<file path="src/rtl/ysyx_22050710_pkg.sv">
// -----------------------------------------------------------------------------
// ysyx_22050710_pkg
//   Definitions shared across the ysyx_22050710 core.
//   - YSYX_22050710_XLEN     : native address / data width of the core
//   - YSYX_22050710_RESET_PC : boot address loaded into the PC on reset
//   - ysyx_22050710_word_t   : full-width address word
// -----------------------------------------------------------------------------
package ysyx_22050710_pkg;

    localparam int unsigned YSYX_22050710_XLEN = 64;

    typedef logic [YSYX_22050710_XLEN-1:0] ysyx_22050710_word_t;

    localparam ysyx_22050710_word_t YSYX_22050710_RESET_PC = 64'h0000_0000_8000_0000;

endpackage : ysyx_22050710_pkg

</file>
<file path="src/rtl/ysyx_22050710_pc_reg.sv">
// -----------------------------------------------------------------------------
// ysyx_22050710_pc_reg
//   Program-counter register inside the IFU. Holds the fetch address and only
//   advances when the IFU strobes i_load, so the PC stays stable across
//   multi-cycle fetches.
//
// Parameters
//   DATA_WIDTH : PC width in bits (32 or 64)
//   RESET_PC   : value held on o_pc during and after reset (truncated /
//                zero-extended to DATA_WIDTH)
//
// Ports
//   i_clk  : clock, rising edge
//   i_rst  : asynchronous active-high reset
//   i_load : capture i_in at the next rising edge
//   i_in   : next-PC value
//   o_pc   : current PC, straight from the state register
//
// Configuration macro
//   YSYX_22050710_PC_ALIGN_EN : when defined, bits [1:0] of the loaded value
//                               are forced to zero; RESET_PC[1:0] must be 0.
// -----------------------------------------------------------------------------
module ysyx_22050710_pc_reg
    import ysyx_22050710_pkg::*;
#(
    parameter int unsigned         DATA_WIDTH = YSYX_22050710_XLEN,
    parameter ysyx_22050710_word_t RESET_PC   = YSYX_22050710_RESET_PC
) (
    input  logic                  i_clk,
    input  logic                  i_rst,
    input  logic                  i_load,
    input  logic [DATA_WIDTH-1:0] i_in,
    output logic [DATA_WIDTH-1:0] o_pc
);

    localparam logic [DATA_WIDTH-1:0] RESET_VAL = RESET_PC[DATA_WIDTH-1:0];

    generate
        if (DATA_WIDTH != 32 && DATA_WIDTH != 64) begin : g_bad_width
            $error("ysyx_22050710_pc_reg: DATA_WIDTH must be 32 or 64");
        end
`ifdef YSYX_22050710_PC_ALIGN_EN
        if (RESET_PC[1:0] != 2'b00) begin : g_bad_reset_align
            $error("ysyx_22050710_pc_reg: RESET_PC must be word aligned when alignment is enabled");
        end
`endif
    endgenerate

    logic [DATA_WIDTH-1:0] r_pc;
    logic [DATA_WIDTH-1:0] w_next;

    always_comb begin
        w_next = i_in;
`ifdef YSYX_22050710_PC_ALIGN_EN
        w_next[1:0] = 2'b00;
`endif
    end

    // Reset dominates load; with i_load low the register is never written,
    // so an unknown i_in cannot leak into the PC.
    always_ff @(posedge i_clk or posedge i_rst) begin
        if (i_rst) begin
            r_pc <= RESET_VAL;
        end else if (i_load) begin
            r_pc <= w_next;
        end
    end

    assign o_pc = r_pc;

endmodule : ysyx_22050710_pc_reg

</file>
<file path="config.mk">
export PLATFORM = sky130hd
export DESIGN_NAME = ysyx_22050710_pc_reg
export DESIGN_NICKNAME = d
export VERILOG_FILES = /design/src/rtl/ysyx_22050710_pkg.sv /design/src/rtl/ysyx_22050710_pc_reg.sv
export SDC_FILE = /design/constraint.sdc
export NUM_CORES = 1
export LEC_CHECK = 0
export BUFFER_PORTS_ARGS = -buffer_cell sky130_fd_sc_hd__buf_2
export CORE_ASPECT_RATIO = 1.75
export CORE_MARGIN = 4
export CORE_UTILIZATION = 43
export CTS_BUF_LIST = sky130_fd_sc_hd__clkbuf_4 sky130_fd_sc_hd__clkbuf_8 sky130_fd_sc_hd__clkbuf_16
export DETAILED_ROUTE_END_ITERATION = 6
export GPL_ROUTABILITY_DRIVEN = 1
export PLACE_DENSITY = 0.78
export SLEW_MARGIN = 20
export SYNTH_ARGS = -nofsm -noshare
export SYNTH_HDL_FRONTEND = slang
export SYNTH_SLANG_ARGS = --single-unit
</file>
<file path="constraint.sdc">
create_clock -name i_clk -period 2.3 [get_ports i_clk]
set_input_delay 0.575 -clock i_clk [delete_from_list [all_inputs] [get_ports i_clk]]
set_output_delay 0.575 -clock i_clk [all_outputs]
set_load 0.01 [all_outputs]
</file>
==> results.json, run 1 <==
{
  "ant_nets": 0,
  "portBuffers": 130,
  "die_x_um": 67.7,
  "post-cts-setup-buffers": 0,
  "setup_tns_ns": 0,
  "nets": 340,
  "finClkSkew_ns": 0,
  "cts.sinks": 64,
  "clock.fmax_ghz": 0.639,
  "drc": 0,
  "rrSetupSlack_ns": 1.52,
  "dp_hpwl_um": 4510,
  "critPathKind": "reg2out",
  "ctsHoldBuffers": 0,
  "cts.clk_slew.worst_paths_ns": 0.06,
  "placed_area_um2": 3360,
  "status": "complete, no violations",
  "grt_pass1_wl_um": 9060,
  "syn_inst": 136,
  "drt_pass1_iterations": 2,
  "path_delay_family": "flip-flops",
  "register_area_um2": 1600,
  "dieHeight_um": 113,
  "yosys_warnings": 0,
  "startpoint_type": "flip-flop",
  "ys_seq_elements": 64,
  "rsz0062_at_grt": "no",
  "synth_top_area_cell": "dfrtp_1",
  "wl_um": 5960,
  "holdCritPathClass": "in2async",
  "required_ns": 1.73,
  "power.leakage_uw": 0.00191,
  "antenna_found_initial": 0,
  "numCtsBuffers": 9,
  "layout-drive-gt1-share_pct": 77.3,
  "finalHoldViolCount": 0,
  "syn-num-nets": 203,
  "slew_violations": 0,
  "syn_area_um2": 2680,
  "first_global_vias": 1802,
  "reg2reg_to": "o_pc[29]",
  "utilization_pct": 59.8,
  "timing.rr.start": "o_pc[29]",
  "root_buffer": "clkbuf_8",
  "ctsHtreeMaxLevel": 3,
  "cp_num_buf_inv": 1,
  "maxCapViolations": 0,
  "fin_area_um2": 3570,
  "path_max_fanout": 2,
  "gp_congestion": 0.749,
  "p_per_area_nw_per_um2": 775,
  "synth_top_area_share_pct": 58.7,
  "largest_reg_flops": 64,
  "post_drt_wl_per_cell_um": 16.7,
  "cts_resized": 0,
  "fin_crit_sh_pct": 68.0,
  "vias": 1639,
  "grt_max_degree": 65,
  "io-pin-count": 131,
  "die_area_um2": 7620,
  "via_per_inst": 4.60,
  "arrival_ns": 0.99,
  "syn_area_per_cell_um2": 19.7,
  "slew_headroom_pct": 72.4,
  "grt.overflow.total": 0,
  "ys_top_cells_by_area": "dfrtp_1 (59%), mux2_4 (34%), buf_12 (4.5%)",
  "worstRegToRegCells": 1,
  "period_minus_slack_ns": 1.56,
  "start_util_pct": 44.9,
  "peakVddDrop_uv": 571,
  "worstMarginPinSlew_ns": 0.414,
  "yosysSeqAreaShare_pct": 59.7,
  "endpoint_kind": "output pin",
  "insertion_delay_ns": 0.32,
  "syn_to_final_growth_pct": 33.0,
  "grt_usage_pct": 16.4,
  "drtIter0Drc": 56,
  "core_area_um2": 5970,
  "multiInputGateArea_um2": 946,
  "fill_cells": 469,
  "cts_tree": "done",
  "finalSetupViolations": 0,
  "yosysUniqueCellTypes": 7,
  "cpMaxStageDelayCell": "dfstp_2",
  "n_antenna_cell": 0,
  "rows": 37,
  "path_cells": "buf_2",
  "clock_path_buffers": 2,
  "critPathMaxStageDelay_ns": 0.53
}
-- cell type report --
class / count / share of cell area (%)
Clock buffer: 13 / 4.66
Timing Repair Buffer: 133 / 20.0
Sequential cell: 64 / 44.9
Tap cell: 78 / 2.73
Clock inverter: 3 / 1.12
Multi-Input combinational cell: 64 / 26.5
Inverter: 1 / 0.105
-- layer usage --
metal	share of wire (%)	vias up	global-route usage, %	wire [µm]
li1	-	746	-	-
met1	35	800	17.3	2100
met2	55	75	27.7	3260
met3	5.9	18	2.90	353
met4	4.2	0	12.6	250
met5	0	-	0	0
-- worst min-delay path: stages --
cell and delay [ns]:
buf_2 0.10, inv_2 0.06, buf_12 0.30
-- through the flow --
step / worst slack (ns) / power (µW) / hold WS (ns) / instances
2_1_floorplan: 0.129 / 1620 / 0.551 / 136
3_3_place_gp: 0.655 / 1810 / 0.486 / 340
3_5_place_dp: 0.634 / 1830 / 0.486 / 340
4_1_cts: 0.707 / 2810 / 0.307 / 356
5_1_grt: 0.702 / 2890 / 0.334 / 356
6_report: 0.735 / 2770 / 0.312 / 356
-- synthesized netlist by cell type (all sizes together) --
master / count
mux2: 64
dfrtp: 63
buf: 7
dfstp: 1
inv: 1
-- cell usage in the layout (no fill, tap or decap) --
cell and instances:
bufinv_16 1, mux2_2 4, dfrtp_1 63, clkbuf_8 11
dfstp_2 1, inv_2 1, buf_2 129, clkbuf_4 2
buf_12 3, mux2_4 60, buf_4 1, clkinv_2 2
-- worst max-delay path by stage --
| stage | start | cells after the start | end |
|---|---|---|---|
| floorplan | i_rst | 1 | o_pc[0] |
| global placement | i_load | 3 | o_pc[24] |
| detailed placement | i_load | 3 | o_pc[51] |
| CTS | o_pc[31] | 1 | o_pc[31] |
| global route | o_pc[31] | 1 | o_pc[31] |
| finish | o_pc[31] | 1 | o_pc[31] |
-- cells by family after synthesis --
| logic type | synth area share [%] |
|---|---|
| multiplexers | 35.2 |
| flip-flops | 59.7 |
| buffers and inverters | 5.03 |
-- where the power goes --
group	internal [µW]	switching (µW)	total, µW	leakage (µW)
registers	1240	61.6	1300	0.000747
clock network	580	388	968	0.000110
logic	287	208	495	0.00105
total	2110	658	2770	0.00191
(Power assumes the default switching activity.)
==> inputs of run 2 (changes only) <==
Clock period 2.3 ns to 1.5 ns, I/O delays scaled along.
==> run 2 against run 1 <==
Against the previous run: critical path depth unchanged; register-to-register slack got worse by 0.81 ns; sequential cell count unchanged; combinational power increased by 53%; design area decreased by 0.46%; total power increased by 44%; non-clock buffer count increased by 1; via count decreased by 1.3%.
==> results.json, run 2 (synthesis gave the netlist of run 1 again) <==
{
  "n_antenna_cell": 0,
  "final_cell_mix": "buf_2 (129), dfrtp_1 (63), mux2_4 (60)",
  "largest_reg_flops": 64,
  "root_buffer": "clkbuf_8",
  "ant_nets": 0,
  "vias": 1617,
  "gp_congestion": 0.782,
  "p_comb_share_pct": 18.9,
  "portBuffers": 130,
  "start_util_pct": 44.9,
  "timing.rr.start": "o_pc[16]",
  "rows": 37,
  "internal-power_uw": 3030,
  "clock_power_share_pct": 31.0,
  "path_delay_family": "flip-flops",
  "cp_num_buf_inv": 1,
  "critPathMaxStageDelay_ns": 0.53,
  "drc": 0,
  "cts_resized": 0,
  "startpoint_type": "flip-flop",
  "clock_path_buffers": 2,
  "nets": 341,
  "finClkSkew_ns": 0,
  "grt_pass1_wl_um": 8560,
  "dieHeight_um": 113,
  "post_drt_wl_per_cell_um": 15.9,
  "required_ns": 1.12,
  "worstMarginPinSlew_ns": 0.324,
  "via_per_inst": 4.54,
  "io-pin-count": 131,
  "slew_headroom_pct": 78.4,
  "dp_hpwl_um": 4220,
  "p_per_area_nw_per_um2": 1120,
  "first_global_vias": 1730,
  "endpoint_kind": "output pin",
  "finalPower_uw": 4000,
  "crit_path_start": "o_pc[31]",
  "wl_um": 5650,
  "layout-drive-gt1-share_pct": 77.3,
  "cts.sinks": 64,
  "power.leakage_uw": 0.00190,
  "grt_usage_pct": 15.3,
  "clock.fmax_ghz": 0.735,
  "critPathKind": "reg2out",
  "slew_violations": 0,
  "grt_max_degree": 65,
  "antenna_found_initial": 0,
  "path_cells": "buf_2",
  "finalHoldViolCount": 0,
  "switchingPower_uw": 967,
  "post-cts-setup-buffers": 0,
  "numCtsBuffers": 9,
  "maxCapViolations": 0,
  "cpMaxStageDelayCell": "dfstp_2",
  "ctsHtreeMaxLevel": 3,
  "die_x_um": 67.7,
  "core_area_um2": 5970,
  "period_minus_slack_ns": 1.36,
  "final_common_cell": "buf_2",
  "ctsHoldBuffers": 0,
  "cts_tree": "done",
  "drtIter0Drc": 101,
  "fin_crit_sh_pct": 90.7,
  "finalSetupViolations": 0,
  "seqPwrFrac_pct": 50.0,
  "cts.clk_slew.worst_paths_ns": 0.06,
  "syn_to_final_growth_pct": 32.4,
  "swShare_pct": 24.2,
  "peakVddDrop_uv": 531,
  "holdCritPathClass": "in2async",
  "die_area_um2": 7620,
  "setup_tns_ns": 0,
  "insertion_delay_ns": 0.32,
  "path_max_fanout": 2,
  "arrival_ns": 0.99,
  "status": "complete, no violations",
  "drt_pass1_iterations": 4,
  "grt.overflow.total": 0,
  "rsz0062_at_grt": "no"
}
-- run 2: cell types whose count changed in the layout (fill, tap and decap cells not counted) --
cell	delta
clkbuf_4	+3
clkbuf_8	-2
buf_12	+1
bufinv_16	-1
clkinv_2	-1
clkinvlp_4	+1
inv_2	-1
-- run 2: per-stage QoR --
step | utilization [%] | setup slack [ns] | area, µm² | hold slack [ns] | instances
floorplan | - | 0.394 | 2690 | 0.506 | 136
global placement | 56.7 | 0.252 | 3390 | 0.486 | 341
detailed placement | 56.7 | 0.223 | 3390 | 0.487 | 341
CTS | 59.5 | 0.112 | 3550 | 0.131 | 356
global route | 59.5 | 0.105 | 3550 | 0.158 | 356
finish | 59.5 | 0.139 | 3550 | 0.136 | 356
-- run 2: tightest hold or removal path, delay by kind of cell --
| kind | cells | cell delay (ns) |
|---|---|---|
| buffers and inverters | 3 | 0.48 |
-- run 2: path summary, 6_finish.rpt --
check / cells past startpoint / slack [ns] / endpoint
worst max-delay path: 1 / 0.14 / o_pc[31]
min in group i_clk: 2 / 0.27 / o_pc[23]
max in group asynchronous: 3 / 1.08 / o_pc[31]
worst min-delay path: 3 / 0.14 / o_pc[29]
worst max register to register: 1 / 0.71 / o_pc[16]
worst min register to register: 1 / 0.50 / o_pc[57]
-- run 2: per-layer routing --
layer / track usage [%] / wire length, µm / vias up
li1: - / - / 744
met1: 16.6 / 2040 / 794
met2: 26.2 / 3110 / 68
met3: 3.80 / 372 / 11
met4: 8.67 / 126 / 0
met5: 0 / 0 / -
-- run 2: layout make-up --
| class | instances | area [µm²] |
|---|---|---|
| fill | 484 | 2420 |
| clock inverter | 1 | 5.00 |
| timing repair buffer | 134 | 733 |
| tap | 78 | 97.6 |
| multi-input combinational | 64 | 946 |
| clock buffer | 14 | 161 |
| inverter | 1 | 7.51 |
| sequential | 64 | 1600 |
-- run 2: power groups by stage --
stage | clock network (µW) | logic (µW) | registers [µW]
final | 1240 | 757 | 2000
after CTS | 1300 | 772 | 2000
after floorplan | 0 | 377 | 2100
after detailed placement | 0 | 772 | 2020
after global placement | 0 | 753 | 2020
after global routing | 1380 | 812 | 2020
==> inputs of run 3 (changes only) <==
Clock period 1.5 ns to 1.4 ns, I/O delays scaled along.
==> run 3 against run 2 <==
Against the previous run: routed wire length increased by 2.5%; design area grew 0.39%; clock power rose by 15%; clock-buffer cell count unchanged; cell count shrank 0.28%; worst hold slack lost 0.035 ns.
==> results.json, run 3 (synthesis gave the netlist of run 1 again) <==
{
  "seqPwrFrac_pct": 48.9,
  "rsz0062_at_grt": "no",
  "setup_tns_ns": 0,
  "root_buffer": "clkbuf_8",
  "dieHeight_um": 113,
  "startpoint_type": "flip-flop",
  "start_util_pct": 44.9,
  "post-cts-setup-buffers": 0,
  "finClkSkew_ns": 0,
  "post_drt_wl_per_cell_um": 16.3,
  "grt.overflow.total": 0,
  "ant_nets": 0,
  "slew_headroom_pct": 78.1,
  "finalSetupViolations": 0,
  "p_per_area_nw_per_um2": 1230,
  "first_global_vias": 1742,
  "peakVddDrop_uv": 585,
  "layout-drive-gt1-share_pct": 77.3,
  "n_antenna_cell": 0,
  "io-pin-count": 131,
  "insertion_delay_ns": 0.33,
  "syn_to_final_growth_pct": 32.9,
  "clock_path_buffers": 2,
  "cpMaxStageDelayCell": "dfstp_2",
  "drc": 0,
  "path_delay_family": "flip-flops",
  "grt_max_degree": 65,
  "finalHoldViolCount": 0,
  "fin_crit_sh_pct": 95.7,
  "swShare_pct": 24.1,
  "cts.sinks": 64,
  "clock.fmax_ghz": 0.746,
  "antenna_found_initial": 0,
  "final_cell_mix": "buf_2 (129), dfrtp_1 (63), mux2_4 (60)",
  "slew_violations": 0,
  "path_cells": "buf_2",
  "arrival_ns": 0.99,
  "clock_power_share_pct": 32.6,
  "required_ns": 1.05,
  "largest_reg_flops": 64,
  "vias": 1623,
  "final_common_cell": "buf_2",
  "endpoint_kind": "output pin",
  "holdCritPathClass": "in2async",
  "portBuffers": 130,
  "post-place-cells": 341,
  "p_comb_share_pct": 18.6,
  "cp_num_buf_inv": 1,
  "worstMarginPinSlew_ns": 0.328,
  "cts.clk_slew.worst_paths_ns": 0.06,
  "power.leakage_uw": 0.00190,
  "finalNonFillerCells": 355,
  "die_x_um": 67.7,
  "ctsHoldBuffers": 0,
  "drtIter0Drc": 73,
  "grt_usage_pct": 16.3,
  "core_area_um2": 5970,
  "cts_tree": "done",
  "grt_pass1_wl_um": 8920,
  "gp_congestion": 0.789,
  "critPathKind": "reg2out",
  "maxCapViolations": 0,
  "path_max_fanout": 2,
  "numCtsBuffers": 9,
  "drt_pass1_iterations": 4,
  "wl_um": 5800,
  "via_per_inst": 4.57,
  "internal-power_uw": 3320,
  "ctsHtreeMaxLevel": 3,
  "switchingPower_uw": 1060,
  "die_area_um2": 7620,
  "nets": 341,
  "status": "complete, no violations",
  "period_minus_slack_ns": 1.34,
  "rows": 37,
  "dp_hpwl_um": 4260,
  "cts_resized": 0,
  "critPathMaxStageDelay_ns": 0.53
}
run 3: changes by cell type in the layout (fill, tap and decap cells not counted):
| cell | delta |
|---|---|
| clkbuf_4 | -3 |
| clkbuf_8 | +3 |
| clkinv_2 | -1 |
run 3: metrics by stage:
| step | cell area, µm² | setup WS (ns) | util (%) | hold slack (ns) | total power (µW) |
|---|---|---|---|---|---|
| after CTS | 3570 | 0.0307 | 59.7 | 0.0978 | 4470 |
| after detailed placement | 3390 | 0.146 | 56.7 | 0.472 | 3000 |
| final | 3570 | 0.0598 | 59.7 | 0.101 | 4380 |
| after global routing | 3570 | 0.0210 | 59.7 | 0.123 | 4620 |
| after floorplan | 2690 | 0.319 | - | 0.481 | 2660 |
| after global placement | 3390 | 0.180 | 56.7 | 0.463 | 2970 |
run 3: power by group through the flow:
stage | logic (µW) | clock network, µW | registers, µW
after global placement | 807 | 0 | 2170
after CTS | 829 | 1500 | 2140
after global routing | 873 | 1590 | 2160
after floorplan | 403 | 0 | 2250
after detailed placement | 827 | 0 | 2170
final | 813 | 1430 | 2140
run 3: final timing paths:
check,startpoint,to,slack [ns],cells after the start
max in group asynchronous,i_rst,o_pc[31],1.00,3
min in group i_clk,i_in[17],o_pc[17],0.24,2
worst min-delay path,i_rst,o_pc[34],0.10,3
worst min register to register,o_pc[57],o_pc[57],0.50,1
worst max-delay path,o_pc[31],o_pc[31],0.06,1
worst max register to register,o_pc[37],o_pc[37],0.62,1
run 3: layout make-up:
type                       instances  area [µm²]
fill                             480        2400
sequential                        64        1600
multi-input combinational         64         946
timing repair buffer             134         733
clock buffer                      14         180
tap                               78        97.6
inverter                           1        7.51
run 3: metal layers:
layer,vias to the layer above,GRT usage [%],share of wire (%)
li1,744,-,-
met1,799,17.6,36
met2,69,27.0,56
met3,11,6.11,6.7
met4,0,8.13,1.8
met5,-,0,0
